--- src/rtl/mips_multicycle.sv ---
// mips_multicycle: multicycle MIPS subset core with a single unified memory port.
// Each instruction is fetched and executed through a small FSM. Only one memory
// access is outstanding at a time, and there is no pipelining.
//
// Supported instructions: add, sub, and, or, slt, lw, sw, beq, addi, j.
// Any other opcode or funct ends execution in a terminal TRAP state.
//
// Ports
//   clk        single clock, rising edge
//   reset      asynchronous, active-high
//   mem_req    access request, held until mem_ready
//   mem_we     1 = write, 0 = read (valid while mem_req)
//   mem_addr   word-aligned byte address
//   mem_wdata  store data (valid while mem_req & mem_we)
//   mem_rdata  read data, sampled in the cycle where mem_req & mem_ready
//   mem_ready  access accepted and completed this cycle
//   pc         architectural PC
//   trap       sticky flag: unsupported opcode or funct decoded
//
// state  | meaning
// FETCH  | read instruction at pc; on ready: IR <= rdata, pc <= pc+4
// DECODE | A/B <= rs/rt; ALUOut <= branch target; dispatch on opcode
// MEMADR | ALUOut <= A + sext(imm)
// MEMRD  | read at ALUOut; on ready: MDR <= rdata
// MEMWB  | rt <= MDR
// MEMWR  | write B to ALUOut; wait for ready
// RTEX   | ALUOut <= A op B
// RTWB   | rd <= ALUOut
// ADDIEX | ALUOut <= A + sext(imm)
// ADDIWB | rt <= ALUOut
// BEQ    | pc <= ALUOut if A == B
// JMP    | pc <= {pc[31:28], IR[25:0], 00}
// TRAP   | terminal until reset, no memory requests
module mips_multicycle #(
  parameter logic [31:0] RESET_PC    = 32'h0000_0000,
  parameter bit          MEM_WAIT_EN = 1'b1
) (
  input  logic        clk,
  input  logic        reset,
  output logic        mem_req,
  output logic        mem_we,
  output logic [31:0] mem_addr,
  output logic [31:0] mem_wdata,
  input  logic [31:0] mem_rdata,
  input  logic        mem_ready,
  output logic [31:0] pc,
  output logic        trap
);

  typedef enum logic [3:0] {
    S_FETCH, S_DECODE, S_MEMADR, S_MEMRD, S_MEMWB, S_MEMWR, S_RTEX,
    S_RTWB, S_ADDIEX, S_ADDIWB, S_BEQ, S_JMP, S_TRAP
  } state_t;

  localparam logic [5:0] OP_RTYPE = 6'h00, OP_J = 6'h02, OP_BEQ = 6'h04,
                         OP_ADDI = 6'h08, OP_LW = 6'h23, OP_SW = 6'h2B;
  localparam logic [5:0] FN_ADD = 6'h20, FN_SUB = 6'h22, FN_AND = 6'h24,
                         FN_OR = 6'h25, FN_SLT = 6'h2A;

  state_t      state, state_nx;
  logic [31:0] ir, a, b, alu_out, mdr;
  logic [31:0] regs [32];
  logic [31:0] alu_res, imm_sext, rs_val, rt_val;
  logic [5:0]  opcode, funct;
  logic [4:0]  rs, rt, rd;
  logic        ready, funct_ok;
  logic        rf_we;
  logic [4:0]  rf_waddr;
  logic [31:0] rf_wdata;
  logic        unused_shamt;

  assign ready    = MEM_WAIT_EN ? mem_ready : 1'b1;
  assign opcode   = ir[31:26];
  assign rs       = ir[25:21];
  assign rt       = ir[20:16];
  assign rd       = ir[15:11];
  assign funct    = ir[5:0];
  assign imm_sext = {{16{ir[15]}}, ir[15:0]};
  assign rs_val   = (rs == 5'd0) ? 32'h0 : regs[rs];
  assign rt_val   = (rt == 5'd0) ? 32'h0 : regs[rt];
  assign unused_shamt = ^ir[10:6];
  assign trap     = (state == S_TRAP);

  assign funct_ok = (funct == FN_ADD) || (funct == FN_SUB) || (funct == FN_AND) ||
                    (funct == FN_OR)  || (funct == FN_SLT);

  always_comb begin
    alu_res = 32'h0;
    case (funct)
      FN_ADD:  alu_res = a + b;
      FN_SUB:  alu_res = a - b;
      FN_AND:  alu_res = a & b;
      FN_OR:   alu_res = a | b;
      FN_SLT:  alu_res = {31'h0, $signed(a) < $signed(b)};
      default: alu_res = 32'h0;
    endcase
  end

  // State register
  always_ff @(posedge clk or posedge reset) begin
    if (reset) state <= S_FETCH;
    else       state <= state_nx;
  end

  // Next-state logic
  always_comb begin
    state_nx = state;
    case (state)
      S_FETCH:  if (ready) state_nx = S_DECODE;
      S_DECODE: begin
        case (opcode)
          OP_RTYPE:     state_nx = funct_ok ? S_RTEX : S_TRAP;
          OP_LW, OP_SW: state_nx = S_MEMADR;
          OP_BEQ:       state_nx = S_BEQ;
          OP_ADDI:      state_nx = S_ADDIEX;
          OP_J:         state_nx = S_JMP;
          default:      state_nx = S_TRAP;
        endcase
      end
      S_MEMADR: state_nx = (opcode == OP_SW) ? S_MEMWR : S_MEMRD;
      S_MEMRD:  if (ready) state_nx = S_MEMWB;
      S_MEMWR:  if (ready) state_nx = S_FETCH;
      S_RTEX:   state_nx = S_RTWB;
      S_ADDIEX: state_nx = S_ADDIWB;
      S_MEMWB, S_RTWB, S_ADDIWB, S_BEQ, S_JMP: state_nx = S_FETCH;
      S_TRAP:   state_nx = S_TRAP;
      default:  state_nx = S_FETCH;
    endcase
  end

  // Outputs. The request is gated by reset because the async reset parks the
  // FSM in FETCH, and FETCH would otherwise request immediately.
  always_comb begin
    mem_req   = 1'b0;
    mem_we    = 1'b0;
    mem_addr  = alu_out;
    mem_wdata = b;
    rf_we     = 1'b0;
    rf_waddr  = rt;
    rf_wdata  = alu_out;
    case (state)
      S_FETCH: begin mem_req = 1'b1; mem_addr = pc; end
      S_MEMRD: mem_req = 1'b1;
      S_MEMWR: begin mem_req = 1'b1; mem_we = 1'b1; end
      S_MEMWB: begin rf_we = 1'b1; rf_wdata = mdr; end
      S_RTWB:  begin rf_we = 1'b1; rf_waddr = rd; end
      S_ADDIWB: rf_we = 1'b1;
      default: ;
    endcase
    if (reset) begin
      mem_req = 1'b0;
      rf_we   = 1'b0;
    end
  end

  // Datapath registers. ALUOut holds the branch target between DECODE and BEQ.
  always_ff @(posedge clk or posedge reset) begin
    if (reset) begin
      pc      <= RESET_PC;
      ir      <= 32'h0;
      a       <= 32'h0;
      b       <= 32'h0;
      alu_out <= 32'h0;
      mdr     <= 32'h0;
    end else begin
      case (state)
        S_FETCH: if (ready) begin
          ir <= mem_rdata;
          pc <= pc + 32'd4;
        end
        S_DECODE: begin
          a       <= rs_val;
          b       <= rt_val;
          alu_out <= pc + {imm_sext[29:0], 2'b00};
        end
        S_MEMADR, S_ADDIEX: alu_out <= a + imm_sext;
        S_MEMRD: if (ready) mdr <= mem_rdata;
        S_RTEX:  alu_out <= alu_res;
        S_BEQ:   if (a == b) pc <= alu_out;
        S_JMP:   pc <= {pc[31:28], ir[25:0], 2'b00};
        default: ;
      endcase
    end
  end

  // Register file: contents are intentionally not reset.
  always_ff @(posedge clk) begin
    if (rf_we && (rf_waddr != 5'd0)) regs[rf_waddr] <= rf_wdata;
  end

endmodule

--- config.mk ---
export PLATFORM = sky130hd
export DESIGN_NAME = mips_multicycle
export DESIGN_NICKNAME = d
export VERILOG_FILES = /design/src/rtl/mips_multicycle.sv
export SDC_FILE = /design/constraint.sdc
export NUM_CORES = 2
export LEC_CHECK = 0
export ABC_AREA = 1
export CELL_PAD_IN_SITES_DETAIL_PLACEMENT = 1
export CELL_PAD_IN_SITES_GLOBAL_PLACEMENT = 1
export CORE_ASPECT_RATIO = 1.2
export CORE_MARGIN = 4
export CORE_UTILIZATION = 29
export CTS_CLUSTER_DIAMETER = 100
export DETAILED_ROUTE_END_ITERATION = 8
export HOLD_SLACK_MARGIN = 0.05
export PLACE_DENSITY_LB_ADDON = 0.1
export SYNTH_ARGS = -nofsm -noshare
export SYNTH_HDL_FRONTEND = slang
export SYNTH_SLANG_ARGS = --single-unit
--- constraint.sdc ---
create_clock -name clk -period 14.8 [get_ports clk]
set_clock_uncertainty 0.05 [all_clocks]
set_input_delay 2.96 -clock clk [delete_from_list [all_inputs] [get_ports clk]]
set_output_delay 2.96 -clock clk [all_outputs]
set_load 0.02 [all_outputs]
==> results.yml <==
timing:
  period_minus_slack_ps: 7237
  relSlewSlack: 0.1828
  slew_violations: 0
  finalHoldViolCount: 0
  setup_violations: 0
  rsz0062_at_grt: "no"
  setup_tns_ps: 0
  max_clock_freq_mhz: 138.2
  worst_pin_slew_ps: 1226
  finalCritPeriodShare: 0.4890
  whs_ps: 433.0
detailed_routing:
  ant_nets: 0
  viasPerCell: 5.496
  wl_per_cell_um: 29.48
  drt-total-wl_mm: 335.1
  first_pass_iters: 6
  drcViolationCount: 0
  drtIter0Drc: 5088
  vias: 62470
global_routing:
  grt_pass1_wl_mm: 472.1
  grt_max_degree: 176
  overflow: 0
  antenna_found_initial: 23
  grt_pass1_vias: 63480
  grt_usage: 0.2637
power_and_ir_drop:
  swShare: 0.5226
  clock_power_share: 0.185
  powerDensity_nw_per_um2: 247.9
  ir_drop_uv: 143.2
  pwr-share-seq: 0.265
  power_frac_comb: 0.550
  internal_power_mw: 9.346
  power.switching_mw: 10.23
  p_leak_nw: 29.97
place:
  portBuffers: 133
  place_area_um2: 74240
  hpwl_mm: 221.9
  place_congestion: 0.9210
floorplanning:
  initial_core_util: 0.2916
  fp.dieW_um: 454.5
  core-area_um2: 237900
  ios: 134
  die-area_um2: 247100
  die_y_um: 543.8
  rows: 196
logic_synthesis:
  yosys.cell_types.count: 61
  synthTopCellsByArea: "edfxtp_1, o21ai_0, a21oi_1"
  ys_warn_count: 0
  synth_edf_count: 1024
  synth_adder_area_share: 0.03181
  synth_compound_gate_area_share: 0.2205
  syn-cell-area_um2: 69380
  yosysTopAreaCellShare: 0.4432
  ys_seq_area_frac: 0.5139
  synth_flop_cell: "edfxtp_1"
  yosys.area.top_type: "edfxtp_1"
  synth_xor_area_frac: 0.003409
  synth-seq-cells: 1220
  muxShareOfSynthArea: 0.0001623
  async_reset_ff_frac: 0.1607
  synth_top_family_by_area: "compound AO/OA/AOI/OAI gates"
  syn_inst: 8131
  yosysMostFrequentCell: "o21ai_0"
  yosys.area_share.simple: 0.1452
  synth_commonest_cells: "o21ai_0, a21oi_1, nand2_1, edfxtp_1, inv_1"
  syn_area_per_cell_um2: 8.532
clocking:
  cts.clk_slew.worst_paths_ps: 60
  cts_tree: "done"
  cts-buffers-inserted: 156
  clock_sinks: 1220
  ctsHoldBuffers: 0
  post_cts_buffers: 0
  post_cts_resized: 0
  htree_levels: 4
  cts_root_buf: "clkbuf_16"
  max-clock-path-buffers: 4
  clock_latency_ps: 840
critical_path:
  reg2reg_depth: 11
  worst_r2r_startpoint: "ir[16]"
  crit_arrival_ps: 4230
  critPathMaxFanout: 2
  cp_data_required_time_ps: 11790
  rrSetupSlack_ps: 9980
  cp-end-kind: "output port"
  crit_type: "input port to output port"
  start_kind: "input port"
  rr_endpoint: "mem_wdata[16]"
hold_path:
  hp-class: "flip-flop to flip-flop"
  worstHoldPathCells: 2
  min-delay-start: "alu_out[23]"
  hold_end: "alu_out[23]"
cells_and_area:
  fin_nets: 8279
  drive_above_1_share: 0.05931
  areaGrowthSynthToFinish_pct: 13.81
  design_area_um2: 78960
  utilization: 0.3319
run:
  max-cap-violations: 0
run_status:
  outcome: "completed"
registers in the layout, indices dropped and copies added (netlist names):
signal / cells
regs: 1024
a: 32
alu_out: 32
ir: 32
mdr: 32
mem_wdata: 32
pc: 32
state: 4
through the flow:
| stage | cells | power [mW] | setup WS [ps] |
|---|---|---|---|
| 2_1_floorplan | 8162 | 10.94 | 4767 |
| 3_3_place_gp | 11080 | 15.87 | 7542 |
| 3_5_place_dp | 11080 | 15.98 | 7551 |
| 4_1_cts | 11350 | 19.68 | 7547 |
| 5_1_grt | 11350 | 20.66 | 7481 |
| 6_report | 11370 | 19.58 | 7563 |
power groups by stage:
stage / clock network, mW / registers (mW) / logic (mW)
6_report: 3.63 / 5.19 / 10.8
3_3_place_gp: 0 / 5.25 / 10.6
5_1_grt: 3.86 / 5.21 / 11.6
4_1_cts: 3.73 / 5.19 / 10.8
3_5_place_dp: 0 / 5.26 / 10.7
2_1_floorplan: 0 / 5.03 / 5.92
cell families after synthesis:
family,after synthesis
xor gates and xnor gates,27
muxes,1
and+or+nand+nor,2372
DFF,1220
AOI/OAI and AO/OA,2837
other,1
adders and majority gates,174
buffers and inverters,1499
routing by layer:
layer / track usage / wire length, um / up-vias
met5: 0 / 42 / -
met1: 0.3312 / 140200 / 31960
li1: - / - / 28260
met4: 0.1173 / 16070 / 8
met3: 0.02794 / 14500 / 532
met2: 0.4567 / 164200 / 1707
area by class of cell:
| class | count | area (um2) |
|---|---|---|
| Timing Repair Buffer | 272 | 2500 |
| Clock buffer | 203 | 4267 |
| Tap cell | 3168 | 3964 |
| Clock inverter | 63 | 396.6 |
| Multi-Input combinational cell | 5443 | 28380 |
| Antenna cell | 20 | 50.05 |
| Inverter | 977 | 3714 |
| Sequential cell | 1220 | 35690 |
| Fill cell | 27560 | 158900 |
layout by cell type, fill, tap and decap left out, drive strengths merged, types with 32 or more instances in the layout:
cell type	count
a211oi	40
a21oi	1181
buf	139
clkbuf	203
clkdlybuf4s50	133
clkinv	55
conb	32
dfrtp	196
edfxtp	1024
ha	170
inv	979
nand2	1143
nand3	569
nand4	51
nor2	513
nor3	38
o211ai	126
o21ai	1269
o22ai	37
o311ai	37
o32ai	41
worst max-delay path by stage:
stage,from,end,slack [ps],cells after the start
after floorplan,reset,regs[10][0],4770,5
after global placement,reset,mem_req,7540,3
after detailed placement,reset,mem_req,7550,3
after CTS,reset,mem_req,7550,3
after global routing,reset,mem_req,7480,3
final,reset,mem_req,7560,3
worst max-delay path, cell delays in order:
cell and delay, ps:
clkdlybuf4s50_1 510, nor2_1 140, clkdlybuf4s50_1 610
Note: power is estimated with default switching activity, not from simulation.
